==> config.mk <==
export PLATFORM = sky130hd
export DESIGN_NAME = button_ctrl
export DESIGN_NICKNAME = d
export VERILOG_FILES = /design/src/rtl/button_ctrl.sv
export SDC_FILE = /design/constraint.sdc
export NUM_CORES = 1
export LEC_CHECK = 0
export CAP_MARGIN = 5
export CORE_AREA = 2 2 44 46
export DETAILED_ROUTE_END_ITERATION = 7
export DIE_AREA = 0 0 46 48
export GPL_ROUTABILITY_DRIVEN = 0
export PLACE_DENSITY_LB_ADDON = 0.12
export REMOVE_ABC_BUFFERS = 1
export SYNTH_ARGS = -nofsm -noshare
export SYNTH_HDL_FRONTEND = slang
export SYNTH_SLANG_ARGS = --single-unit
==> constraint.sdc <==
create_clock -name clk -period 2.3 [get_ports clk]
set_input_delay 0.345 -clock clk [delete_from_list [all_inputs] [get_ports clk]]
set_output_delay 0.345 -clock clk [all_outputs]
set_load 0.01 [all_outputs]
==> src/rtl/button_ctrl.sv <==
// Push-button front end: three synchronize+debounce channels feeding registered
// start/stop pulses and a mode toggle level for the downstream run-control FSM.
`timescale 1ns/1ps
module button_ctrl #(
  parameter int DEBOUNCE_CYCLES = 16,
  parameter int CW              = $clog2(DEBOUNCE_CYCLES)
) (
  input  logic clk,
  input  logic xrst,
  input  logic btn_start,
  input  logic btn_stop,
  input  logic btn_mode,
  output logic start,
  output logic stop,
  output logic mode
);

  localparam logic [CW-1:0] CNT_LAST = CW'(DEBOUNCE_CYCLES - 1);

  // Channel order: bit 0 = start, bit 1 = stop, bit 2 = mode.
  logic [2:0] btn_raw;
  logic [2:0] press;

  assign btn_raw = {btn_mode, btn_stop, btn_start};

  generate
    for (genvar gi = 0; gi < 3; gi++) begin : g_ch
      logic          s1_q, s1_d;
      logic          s2_q, s2_d;
      logic          db_q, db_d;
      logic [CW-1:0] cnt_q, cnt_d;

      always_comb begin
        s1_d  = btn_raw[gi];
        s2_d  = s1_q;
        db_d  = db_q;
        cnt_d = '0;
        if (s2_q != db_q) begin
          if (cnt_q == CNT_LAST) begin
            db_d = s2_q;
          end else begin
            cnt_d = cnt_q + CW'(1);
          end
        end
      end

      always_ff @(posedge clk or negedge xrst) begin
        if (!xrst) begin
          s1_q  <= 1'b0;
          s2_q  <= 1'b0;
          db_q  <= 1'b0;
          cnt_q <= '0;
        end else begin
          s1_q  <= s1_d;
          s2_q  <= s2_d;
          db_q  <= db_d;
          cnt_q <= cnt_d;
        end
      end

      // Press is the debounced 0->1 transition being committed on this edge.
      assign press[gi] = db_d & ~db_q;
    end
  endgenerate

  logic start_q, start_d;
  logic stop_q,  stop_d;
  logic mode_q,  mode_d;

  // A coincident start press loses to stop and is discarded outright.
  always_comb begin
    stop_d  = press[1];
    start_d = press[0] & ~press[1];
    mode_d  = mode_q ^ press[2];
  end

  always_ff @(posedge clk or negedge xrst) begin
    if (!xrst) begin
      start_q <= 1'b0;
      stop_q  <= 1'b0;
      mode_q  <= 1'b0;
    end else begin
      start_q <= start_d;
      stop_q  <= stop_d;
      mode_q  <= mode_d;
    end
  end

  assign start = start_q;
  assign stop  = stop_q;
  assign mode  = mode_q;

endmodule

# ---- Yosys cells after proc, flatten, opt, wreduce, memory -nomap -nowiden
# Index checks and enable logic that the tools add are counted.
dict set report op_classes {
  add_sub_neg 3
  eq_ne 6
  muxes 12
  n_bitwise 9
}
# operator count
set ops {}
lappend ops {{$mux 4} 6}
lappend ops {{$add 4x1->4 const B} 3}
lappend ops {{$eq 4x4->1 const B} 3}
lappend ops {{$mux 1} 6}
lappend ops {{$and 1x1->1} 4}
lappend ops {{$not 1->1} 4}
lappend ops {{$ne 1x1->1} 3}
lappend ops {{$xor 1x1->1} 1}
dict set report word_totals {
  regBits 24
  output_inout_bits 3
  word_cells 45
}

# ---- Logic depth before layout (Yosys ltp)
dict set report logic_depth {
  word_depth 6
  ltp_mapped 4
  mapped_depth_nobuf 4
}

# ---- Worst setup path before layout
# OpenSTA, ideal clock, no wires.
dict set report synth_path {
  path_kind {register to register}
  startpoint {register g_ch[0].cnt_q[0]}
  endpoint {register g_ch[0].db_q}
  setup_time_ps 128
  t_arrival_ps 1051
  slack_ps 1122
  path_stages_with_launch 4
  path_buffers 0
  period_less_slack_ps 1178
  path_cell_list {dfrtp_1 ha_1 nand3_1 mux2_1}
}
dict set report synth_via {
  elab_chain_len 3
}
# element line
set synth_lines {}
lappend synth_lines {{start, declared} 31} ;# logic [CW-1:0] cnt_q, cnt_d;
lappend synth_lines {{start signal, assigned} 57} ;# cnt_q <= cnt_d;
lappend synth_lines {{$eq 4x4->1} 39} ;# if (cnt_q == CNT_LAST) begin
lappend synth_lines {{$mux 1} 39}
lappend synth_lines {{$mux 1} 38} ;# if (s2_q != db_q) begin
lappend synth_lines {{via g_ch[0].db_d} 30} ;# logic db_q, db_d;
lappend synth_lines {{end signal, assigned} 51} ;# db_q <= 1'b0;
lappend synth_lines {{end signal, assigned} 56} ;# db_q <= db_d;
lappend synth_lines {{end, declared} 30}
# The timed path passes the listed nets, and every way through them passes these cells.

# ---- Worst setup path after layout
dict set report layout_path {
  startpoint {register mode_q (netlist: mode)}
  endpoint {output mode}
}
# element line
set layout_lines {}
lappend layout_lines {{start, declared} 68} ;# logic mode_q, mode_d;
lappend layout_lines {{start signal, assigned} 85} ;# mode_q <= mode_d;
lappend layout_lines {{end, declared} 15} ;# output logic mode
# No word-level cell between the ends.

==> run metrics <==
fin crit period 1.57 ns; initial antenna violation count 0; largest net degree at the start of global routing 25; worst-path cell chain clkdlybuf4s50_1; WP buf/inv 1; CP max FO 2; Max Fclk 0.639 GHz; WL/cell 13.0 µm; Worst Tran Pin Value 0.409 ns; grt met1 use between 10% and 20%; LEAKAGE 0.476 nW; total CTS buffers 3; Final Util 63.3%; setup violators final 0; TritonRoute pass-1 iters 4; Remaining Overflow, GRT 0; H-tree depth 1; library cells used by synthesis 20; Vias per Instance 5.36; Seq/Total Area, Yosys 64.3%; CTS clk-pin slew, worst paths 0.12 ns; Cells after Synth 65; Worst Skew 0.00291 ns; hpwl dp 864 µm; number of DRC markers in iteration 0 9; clk buf depth 2; Worst Path Arrival 1.22 ns; Die Ht around 48 µm; P per Cell Area 670 nW/µm²; Crit. End Element primary output; crit-path max cell delay 0.54 ns; peak supply drop approximately 390 µV; GR Layer Usage met2 21.4%; first-pass GRT wire length 2.02 mm; Clock Sinks 24; met3 GRT Util 3.40%; worst rel slew slack 72.6%; post-CTS resize count 0; critical path class reg -> out; CP delay by family, top buffers and inverters; DIE WIDTH 46 µm; gr busiest metal met2; layout cells sized above 1 15.6%; Yosys warning count 0; vias a little over 500; nets 86; Mapped Area around 930 µm²; num ports 8; Die Area around 2200 µm²; Total GRT Usage 13.3%; synthesis-to-finish area growth 14.5%; Finished Layout Cells 94; final worst path period share 68.1%; Slowest-stage cell, CP clkdlybuf4s50_1; insertion delay to the later sink of the worst-skew pair 0.30 ns; setup TNS 0 ns; port buffer count 7; maxcap violations 0; Core Area 1690 µm²; RSZ-0062 raised after global routing no; Filler cells about 130; top cells by area, synth dfrtp_1 (64%), xnor2_1 (5.6%), ha_1 (4.0%), nor3b_2 (4.0%), mux2_1 (2.4%); #FFs+latches synth 24; # rows 15; proportion of netlist area held by the largest area contributor between 60 and 70%; drt drc 0; HP Class reg -> reg; Max Slew Vio Count 0; final hold vios 0; ANT nets after route 0; outcome completed; CTS tree yes; Post-CTS Setup Bufs 0; CTS root buf clkbuf_4; total area of sequential cells 601 µm²; area leader, netlist dfrtp_1; Startpoint Class flop; WL final 1.22 mm; Multi-input gate area ~330 µm²; Initial Utilization around 55%; Hold Buf Count CTS 0; vias in the first global route between 400 and 500; ANT cells 0; Final Power between 0.7 and 0.8 mW; worst endpoint required time 1.96 ns; DP Cell Count 90; syn_area_per_cell 14.4 µm²
synthesized netlist by cell type:
library cell,n
nand3_1,1
nand4b_1,2
inv_1,2
ha_1,3
nor2_1,3
nor2b_1,3
mux2_1,2
xor2_1,1
o21ai_0,2
a21oi_1,4
nand3_2,2
mux2_2,1
nor4b_2,1
dfrtp_1,24
nor3b_1,2
a311oi_1,1
xnor2_1,6
nor3b_2,3
a31oi_1,1
a21o_1,1
power by group:
part           switching [mW]  internal (mW)  total, mW
combinational          0.0220         0.0250     0.0470
clock                   0.116         0.0965      0.212
sequential             0.0162          0.440      0.456
cell type report:
type / instances / area share, %
flip-flops and latches: 24 / 56.2
multi-input cells: 39 / 30.4
repair buffers: 8 / 7.26
clock buffers: 4 / 3.40
well taps: 17 / 1.99
inverters: 2 / 0.703
flip-flops by register name, summed over array words and instances (netlist names):
signal and cells:
g_ch.cnt_q 12, g_ch.db_q 3, g_ch.s1_q 3, g_ch.s2_q 3, mode 1, start 1
stop 1
layout by cell type, fill, tap and decap left out, types with 3 or more instances in the layout:
cell	instances
nor3b_2	3
ha_1	3
clkbuf_4	3
nor2_1	3
nor2b_1	3
xnor2_1	6
a21oi_1	4
dfrtp_1	24
clkdlybuf4s50_1	7
per-layer routing:
metal / routed length (µm) / share of wire [%]
met5: 0 / 0
met4: 0 / 0
met3: 37 / 3.0
met2: 571 / 47
met1: 609 / 50
path summary, 6_finish.rpt:
kind	from	endpoint	slack, ns	cells after the start
max	mode	mode	0.73	1
min	g_ch[1].s1_q	g_ch[1].s2_q	0.36	0
max reg2reg	g_ch[2].cnt_q[0]	g_ch[2].db_q	1.04	3
min reg2reg	g_ch[1].s1_q	g_ch[1].s2_q	0.36	0
max in group asynchronous	xrst	g_ch[1].cnt_q[0]	1.69	2
min in group asynchronous	xrst	g_ch[2].cnt_q[3]	0.38	2
stage by stage:
stage	hold WS (ns)	setup slack (ns)	area [µm²]
global placement	0.332	1.08	1030
global route	0.370	0.653	1070
floorplan	0.0494	1.12	933
detailed placement	0.337	1.05	1030
finish	0.361	0.735	1070
CTS	0.366	0.714	1070
cells by family after synthesis:
kind of cell / after synthesis / share of synthesized area [%]
xor+xnor: 7 / 6.57
flops: 24 / 64.3
compound gates: 9 / 5.63
buf+inv: 2 / 0.805
mux: 3 / 3.62
fa+ha+maj: 3 / 4.02
simple gates: 17 / 15.0
No activity file was read; power rests on OpenSTA's default activity.
